--- src/rtl/xgmii_pkg.sv ---
// xgmii_pkg: XGMII control characters and shared loopback-channel types
package xgmii_pkg;
  localparam logic [7:0] XGMII_IDLE = 8'h07;
  localparam logic [7:0] XGMII_START = 8'hFB;
  localparam logic [7:0] XGMII_TERM = 8'hFD;
  localparam logic [7:0] XGMII_ERR = 8'hFE;
  localparam logic [31:0] XGMII_LF_SEQ = 32'h0100009C;
  typedef enum logic [1:0] {M_PASS, M_ERR_INJ, M_FORCE_IDLE, M_FORCE_LF} lb_mode_e;
  typedef enum logic {S_IDLE, S_FRAME} in_state_e;
endpackage

--- src/rtl/xgmii_delay_line.sv ---
// xgmii_delay_line: circular-buffer delay of 0..DEPTH-1 beats, load latches delay and refills with FILL
module xgmii_delay_line #(
  parameter int W = 72,
  parameter int DEPTH = 16,
  parameter logic [W-1:0] FILL = '0
) (
  input  logic                     clk,
  input  logic                     rst,
  input  logic                     load_i,
  input  logic [$clog2(DEPTH)-1:0] delay_i,
  input  logic [W-1:0]             din_i,
  output logic [W-1:0]             dout_o
);
  localparam int AW = $clog2(DEPTH);
  logic [W-1:0] mem_q [DEPTH];
  logic [AW-1:0] wr_ptr_q, dly_q, rd_ptr;
  always_ff @(posedge clk) begin
    if (rst || load_i) begin
      for (int i = 0; i < DEPTH; i++) mem_q[i] <= FILL;
      dly_q <= rst ? '0 : delay_i;
    end else begin
      mem_q[wr_ptr_q] <= din_i;
    end
    wr_ptr_q <= rst ? '0 : wr_ptr_q + AW'(1);
  end
  assign rd_ptr = wr_ptr_q - dly_q;
  // zero delay bypasses storage so the output register alone gives one cycle
  assign dout_o = (dly_q == '0) ? din_i : mem_q[rd_ptr];
endmodule

--- src/rtl/xgmii_loopback_chan.sv ---
// xgmii_loopback_chan: XGMII loopback with programmable latency, frame/error counting,
// single-shot error injection and forced IDLE / LOCAL-FAULT output modes
module xgmii_loopback_chan
  import xgmii_pkg::*;
#(
  parameter int DATA_W = 64,
  parameter int CTRL_W = DATA_W / 8,
  parameter int MAX_DELAY = 16,
  parameter int CNT_W = 16
) (
  input  logic                         clk,
  input  logic                         rst,
  input  logic [DATA_W-1:0]            xgmii_txd,
  input  logic [CTRL_W-1:0]            xgmii_txc,
  output logic [DATA_W-1:0]            xgmii_rxd,
  output logic [CTRL_W-1:0]            xgmii_rxc,
  input  logic [1:0]                   cfg_mode,
  input  logic [$clog2(MAX_DELAY)-1:0] cfg_delay,
  input  logic                         cfg_load,
  input  logic [CNT_W-1:0]             cfg_err_frame,
  input  logic [7:0]                   cfg_err_beat,
  output logic [CNT_W-1:0]             frame_cnt,
  output logic [CNT_W-1:0]             err_cnt,
  output logic                         in_frame
);
  localparam int W = DATA_W + CTRL_W;
  localparam int HI = (DATA_W == 64) ? 4 : 0;
  localparam logic [W-1:0] IDLE_BEAT = {{CTRL_W{1'b1}}, {CTRL_W{XGMII_IDLE}}};
  localparam logic [W-1:0] LF_BEAT = {{(DATA_W/32){4'b0001}}, {(DATA_W/32){XGMII_LF_SEQ}}};
  in_state_e state_q, state_d;
  lb_mode_e mode;
  logic [7:0] beat_q, beat_d, cur_beat;
  logic [CNT_W-1:0] frame_cnt_q, err_cnt_q, frame_idx;
  logic injected_q, injected_d, drop_q, drop_d, start, term, active, inj;
  logic [W-1:0] wr_beat, dl_out, out_q, out_d;
  assign mode = lb_mode_e'(cfg_mode);
  always_comb begin
    start = (xgmii_txc[0] && xgmii_txd[7:0] == XGMII_START) ||
            (xgmii_txc[HI] && xgmii_txd[8*HI +: 8] == XGMII_START);
    term = 1'b0;
    for (int l = 0; l < CTRL_W; l++) term = term | (xgmii_txc[l] && xgmii_txd[8*l +: 8] == XGMII_TERM);
    active = start || state_q == S_FRAME;
    cur_beat = start ? 8'd0 : (beat_q == 8'hFF ? beat_q : beat_q + 8'd1);
    frame_idx = start ? frame_cnt_q : frame_cnt_q - CNT_W'(1);
    inj = mode == M_ERR_INJ && active && !term && (start || !injected_q) &&
          frame_idx == cfg_err_frame && cur_beat == cfg_err_beat;
    state_d = (active && !term) ? S_FRAME : S_IDLE;
    beat_d = active ? cur_beat : beat_q;
    injected_d = (injected_q && !start) || inj;
    drop_d = drop_q && !start && !term;
    // beats of a frame cut short by reset or reload are replaced until its terminator
    wr_beat = (drop_q && !start) ? IDLE_BEAT :
              {xgmii_txc[CTRL_W-1:1], xgmii_txc[0] | inj, xgmii_txd[DATA_W-1:8], inj ? XGMII_ERR : xgmii_txd[7:0]};
    out_d = (cfg_load || mode == M_FORCE_IDLE) ? IDLE_BEAT : mode == M_FORCE_LF ? LF_BEAT : dl_out;
  end
  always_ff @(posedge clk) begin
    if (rst || cfg_load) begin
      state_q <= S_IDLE;
      beat_q <= '0;
      injected_q <= 1'b0;
      drop_q <= active && !term;
    end else begin
      state_q <= state_d;
      beat_q <= beat_d;
      injected_q <= injected_d;
      drop_q <= drop_d;
    end
    if (rst) begin
      frame_cnt_q <= '0;
      err_cnt_q <= '0;
      out_q <= IDLE_BEAT;
    end else begin
      frame_cnt_q <= frame_cnt_q + CNT_W'(start && !(&frame_cnt_q));
      err_cnt_q <= err_cnt_q + CNT_W'(inj && !cfg_load && !(&err_cnt_q));
      out_q <= out_d;
    end
  end
  xgmii_delay_line #(.W(W), .DEPTH(MAX_DELAY), .FILL(IDLE_BEAT)) u_dl (
    .clk(clk), .rst(rst), .load_i(cfg_load), .delay_i(cfg_delay), .din_i(wr_beat), .dout_o(dl_out)
  );
  assign {xgmii_rxc, xgmii_rxd} = out_q;
  assign frame_cnt = frame_cnt_q;
  assign err_cnt = err_cnt_q;
  assign in_frame = state_q == S_FRAME;
endmodule
--- config.mk ---
export PLATFORM = sky130hd
export DESIGN_NAME = xgmii_loopback_chan
export DESIGN_NICKNAME = d
export VERILOG_FILES = /design/src/rtl/xgmii_pkg.sv /design/src/rtl/xgmii_delay_line.sv /design/src/rtl/xgmii_loopback_chan.sv
export SDC_FILE = /design/constraint.sdc
export NUM_CORES = 2
export LEC_CHECK = 0
export CAP_MARGIN = 5
export CORE_MARGIN = 4
export CORE_UTILIZATION = 50
export CTS_BUF_LIST = sky130_fd_sc_hd__clkbuf_16
export DETAILED_ROUTE_END_ITERATION = 12
export PLACE_DENSITY_LB_ADDON = 0.15
export SLEW_MARGIN = 10
export SYNTH_ARGS = -nofsm -noshare
export SYNTH_HDL_FRONTEND = slang
export SYNTH_SLANG_ARGS = --single-unit
--- constraint.sdc ---
create_clock -name clk -period 5.1 [get_ports clk]
set_input_delay 1.02 -clock clk [delete_from_list [all_inputs] [get_ports clk]]
set_output_delay 1.02 -clock clk [all_outputs]
set_load 0.01 [all_outputs]
After elaboration in Yosys (flattened, before gate mapping)
Memory sizes are Yosys's and may differ from the RTL's.
Index checks and enable logic that the tools add are counted.
W data, S select, Z words.

word-level totals
  register bits after elaboration = 123
  RAM bits = 1152
  output and inout port bits = 105
  memories = 1

cells by class
  add/sub/neg operators = 6
  equal/unequal tests = 16
  mux-type cells = 15
  bitwise logic cells = 8
  reductions and logical operators = 40

memory list
  memory      depth  width  read ports  clocked after memory_dff  wr ports  line                    text
  u_dl.mem_q  16     72     1           0                         16        xgmii_delay_line.sv:15  logic [W-1:0] mem_q [DEPTH];

operators by type and width
  cell                     number
  $mux W72                 4
  $eq A8 B8 Y1 const B     11
  $reduce_or A72 Y1        1
  $add A16 B1 Y16          2
  $reduce_and A16 Y1       2
  $mux W8                  3
  $logic_and A1 B1 Y1      22
  $eq A16 B16 Y1           1
  $mux W16                 1
  $sub A16 B1 Y16 const B  1
  $add A8 B1 Y8 const B    1
  $eq A8 B8 Y1             1
  $or A1 B1 Y1             8
  $logic_not A1 Y1         6
  $logic_or A1 B1 Y1       6
  $mux W1                  6
  $add A4 B1 Y4 const B    1
  $eq A2 B2 Y1 const B     2
  $logic_not A4 Y1         1
  $mux W4                  1
  $sub A4 B4 Y4            1
  $reduce_or A3 Y1         1
  $eq A2 B1 Y1 const B     1
  $reduce_or A2 Y1         1

Longest topological paths before layout
  word-level depth = 18
  mapped depth = 17

Modules after synthesis
Synthesis repeated with hierarchy kept, for this count alone.

unflattened totals
  cell total of the unflattened synthesis = 4029
  area total of the unflattened synthesis = 59133.0 µm²

modules (own cells, without submodules)
  module               instances  cells each  area each (µm²)  sequential area each (µm²)
  xgmii_delay_line     1          3320        53307.4          34793.4
  xgmii_loopback_chan  1          709         5825.6           2302.2

Worst setup path before layout
OpenSTA, ideal clock, no wires.

  kind = input-to-reg
  from = input port xgmii_txc[4]
  to = register err_cnt_q[14] (netlist: err_cnt[14])
  library setup time = 128 ps
  arrival time = 4428 ps
  required time = 4972 ps
  path slack = 544 ps
  cell stages on the path = 15
  path buffers = 1
  cell sequence = nand4_1 -> or4b_2 -> nand2_1 -> a211oi_1 -> or4_1 -> or4b_1 -> clkbuf_1 -> nor4_1 -> ha_1 -> ha_1 -> nand2_1 -> nor2_1 -> and3_1 -> xnor2_1 -> nor2_1

between the ends
  longest elaborated chain between the ends = 13

RTL lines
  item                                   line                       text
  start, declared                        xgmii_loopback_chan.sv:14  input logic [CTRL_W-1:0] xgmii_txc,
  $logic_and A1 B1 Y1                    xgmii_loopback_chan.sv:41  for (int l = 0; l < CTRL_W; l++) term = term | (xgmii_txc[l] && xgmii_txd[8*l +: 8] == XGMII_TERM);
  $or A1 B1 Y1 (4 in series)             xgmii_loopback_chan.sv:41
  $logic_not A1 Y1                       xgmii_loopback_chan.sv:45  inj = mode == M_ERR_INJ && active && !term && (start || !injected_q) &&
  $logic_and A1 B1 Y1 (3 in series)      xgmii_loopback_chan.sv:45
  $logic_and A1 B1 Y1 (*)                xgmii_loopback_chan.sv:46  frame_idx == cfg_err_frame && cur_beat == cfg_err_beat;
  $logic_and A1 B1 Y1 (*) (2 in series)  xgmii_loopback_chan.sv:74  err_cnt_q <= err_cnt_q + CNT_W'(inj && !cfg_load && !(&err_cnt_q));
  $add A16 B1 Y16 (*)                    xgmii_loopback_chan.sv:74
  end signal, assigned                   xgmii_loopback_chan.sv:74
  end, declared                          xgmii_loopback_chan.sv:33  logic [CNT_W-1:0] frame_cnt_q, err_cnt_q, frame_idx;

Every way passes the cells marked *; elsewhere a longest branch is shown, timed or not.
A chain may end at the register's enable or synchronous reset.

Final worst setup path
  from = input port xgmii_txd[38]
  to = register err_cnt_q[14] (netlist: err_cnt[14])

between the ends
  longest elaborated chain between the ends = 14

RTL lines
  item                                   line                       text
  start, declared                        xgmii_loopback_chan.sv:13  input logic [DATA_W-1:0] xgmii_txd,
  $eq A8 B8 Y1                           xgmii_loopback_chan.sv:41
  $logic_and A1 B1 Y1                    xgmii_loopback_chan.sv:41
  $or A1 B1 Y1 (4 in series)             xgmii_loopback_chan.sv:41
  $logic_not A1 Y1                       xgmii_loopback_chan.sv:45
  $logic_and A1 B1 Y1 (3 in series)      xgmii_loopback_chan.sv:45
  $logic_and A1 B1 Y1 (*)                xgmii_loopback_chan.sv:46
  $logic_and A1 B1 Y1 (*) (2 in series)  xgmii_loopback_chan.sv:74
  $add A16 B1 Y16 (*)                    xgmii_loopback_chan.sv:74

Marks and branches as above.

==> flow_summary.toml <==
[sta]
min_period_ps = 4843
finalMaxSlewViolations = 0
worst_slack_ps = 257.3
finalSetupViolations = 0
fmax_ghz = 0.2065
slew_headroom_pct = 23.88
clock_skew_ps = 28.26
final_hold_viol_count = 0
rsz0062_at_grt = "false"
setup_tns_ps = 0
fin_crit_sh_pct = 94.96
worst_pin_slew_ps = 1136

[routing]
wl_per_cell_um = 28.55
wl_um = 172400
firstDrtPassIters = 6
drc = 0
initialDrtViolationCount = 4947
vias = 37040
ant_nets = 0
vias_per_cell = 6.135

[cts]
cts_htree_levels = 4
post_cts_resized = 0
post_cts_buffers = 0
insertion_delay_ps = 750
cts_made_buffers = 135
cts-root-buf = "clkbuf_16"
clock_path_buffers = 3
postCtsHoldBufs = 0
clk_pin_slew_ps = 60
cts_tree = "done"
cts.sink_count = 1275

[power_and_ir_drop]
sw_frac_of_total_pct = 26.63
vdd_ir_drop_max_v = 0.0003197
p_clk_share_pct = 37.8
pwr-share-seq_pct = 46.9
power_w = 0.02512
leakage_nw = 21.65
power.density_nw_per_um2 = 390.1
internal-power_w = 0.01843
power_frac_comb_pct = 15.3
switchingPower_w = 0.006691

[finish]
drive_gt1_share_pct = 16.28
fillers = 8566
post-route-util_pct = 59.00
final_common_cell = "edfxtp_1"
regArea_um2 = 37100
nNetsFinal = 4568
multi_input_area_um2 = 17150
stdcell_area_um2 = 64410
mostFrequentLayoutCells = "1156 x edfxtp_1, 907 x nand2_1, 809 x nor2_1"
syn_to_final_growth_pct = 16.70

[floorplan]
die_y_um = 340.2
core.rowCount = 121
die_x_um = 340.2
io_pins = 210
initial_core_util_pct = 50.56
core_area_um2 = 109200
dieArea_um2 = 115800

[synthesis]
syn_nets = 4370
synthCells = 4249
synth_flop_cell = "edfxtp_1"
yosysWarnings = 0
ys_ff_latch = 1275
avgSynthCellArea_um2 = 12.99
ys_seq_area_share_pct = 67.21
synth_async_sr_flop_share_pct = 0
synthDistinctLibCells = 61
synth_edf_count = 1156
syn_area_um2 = 55190

[global_routing]
grt_max_degree = 77
grt_util_all_layers_pct = 29.73
grt-ovfl-total = 0
grt_pass1_vias = 37020
grt_pass1_wl_um = 250600
antenna_found_initial = 8

[worst_hold_path]
holdPathStages = 2
min_to = "injected_q"
hold_class = "reg -> reg"
hp-start = "injected_q"

[worst_setup_path]
reg2reg_depth = 15
cp.arrival_ps = 5450
path_cells = "clkdlybuf4s50_1 -> nand4_1 -> or4b_2 -> nand2_1 -> a211oi_1 -> or4_1 -> or4b_1 -> nor4_1 -> buf_4 -> ha_1 -> ha_1 -> nand2_1 -> nor2_1 -> and3_1 -> xnor2_1 -> nor2_1"
path_max_fanout = 4
r2r_start = "frame_cnt[0]"
crit_start = "xgmii_txd[38]"
crit_slowest_cell = "or4b_2"
max_stage_delay_ps = 820
endpoint_kind = "flop"
crit_type = "in -> reg"
startpoint_type = "primary input"
reg2reg_slack_ps = 660
required_ps = 5710
crit_family = "simple AND/OR/NAND/NOR gates"
r2r-end = "err_cnt[14]"
worst-path-buf-inv = 2

[place]
dp_slack_ps = -542.3
dpl_cell_area_um2 = 60160
dpl.hpwl_um = 94710
port_buffers = 209
gp_congestion = 0.8465

[status]
status = "completed"

[job]
cap_violations = 0
cells by family after synthesis:
group,count (synthesis),share of synthesized area [%]
fa+ha+maj,16,0.3763
compound gates,173,1.959
buf+inv,363,2.489
xor+xnor,56,0.8887
simple gates,2073,15.23
mux,293,11.84
flops,1275,67.21
cells in the mapped netlist, types with 4 or more instances:
master        n  area share, %
edfxtp_1   1156             63
a211oi_1      6          0.082
a31oi_1      65           0.74
or4_1         5          0.068
nand2b_1      8          0.091
nor2_2        5          0.057
nor2b_1      13           0.15
o211ai_1      7          0.095
buf_2         9          0.082
mux2i_1       5          0.091
nand3_1     193            1.8
xnor2_1      22           0.35
clkbuf_1    284            1.9
buf_1        55           0.37
mux4_2      288             12
inv_1        15           0.10
dfxtp_1     119            4.3
nor4_1       20           0.23
and3_1       18           0.20
ha_1         15           0.34
or3_1        12           0.14
xor2_1       34           0.54
nor2_1      822            5.6
o2111ai_1     4          0.063
a21oi_1      23           0.21
nand4_1      17           0.19
nor3_1       13           0.12
nand2_1     925            6.3
o21ai_0      41           0.37
o21a_1        4          0.054
layout make-up:
cell class,instances,area share (%)
clock inverter,106,1.092
inverter,15,0.08742
sequential,1275,57.60
tap,1476,2.867
antenna,4,0.01554
multi-input combinational,2611,26.62
timing repair buffer,409,6.240
clock buffer,141,5.478
how the worst max path moves through the flow:
| stage | to | slack [ps] | depth (start not counted) |
|---|---|---|---|
| 6_report | err_cnt[14] | 260 | 16 |
| 5_1_grt | err_cnt[14] | 100 | 16 |
| 4_1_cts | err_cnt[14] | 230 | 17 |
| 3_5_place_dp | err_cnt[14] | -540 | 17 |
| 3_3_place_gp | err_cnt[14] | -500 | 17 |
| 2_1_floorplan | err_cnt[14] | 540 | 15 |
worst reg2reg max path, cell delays in order, from the launching register on:
cell and delay [ps]:
dfxtp_1 440, nor4_1 610, nand2_1 200, o41ai_1 400, o2111ai_1 190, or4_1 530, or4b_1 560, nor4_1 300
buf_4 170, ha_1 210, ha_1 180, nand2_1 50, nor2_1 130, and3_1 180, xnor2_1 120, nor2_1 60
sequential cells by signal (all words and copies together), names as in the netlist:
| name | cells |
|---|---|
| beat_q | 8 |
| drop_q | 1 |
| err_cnt | 16 |
| frame_cnt | 16 |
| in_frame | 1 |
| injected_q | 1 |
| out_q | 72 |
| u_dl.dly_q | 4 |
| u_dl.mem_q | 1152 |
| u_dl.wr_ptr_q | 4 |
metrics by stage:
stage,hold slack [ps],instances
floorplan,444.6,4249
global placement,459.0,5786
detailed placement,472.0,5786
CTS,489.1,6033
global route,511.4,6035
finish,488.0,6037
metal layers:
layer  GRT usage [%]  wire, um  up-vias
met2           47.28     81150     2365
li1                -         -    15660
met1           40.55     64740    18670
met4           9.851      5737        4
met3           7.412     20720      340
met5               0        24        -
power groups by stage:
stage | Clock, W | Sequential, W | Combinational [W]
CTS | 0.00956 | 0.0118 | 0.00383
finish | 0.00949 | 0.0118 | 0.00384
global route | 0.0100 | 0.0118 | 0.00405
detailed placement | 0 | 0.0120 | 0.00382
global placement | 0 | 0.0120 | 0.00381
floorplan | 0 | 0.0120 | 0.00223
(Power assumes the default switching activity.)
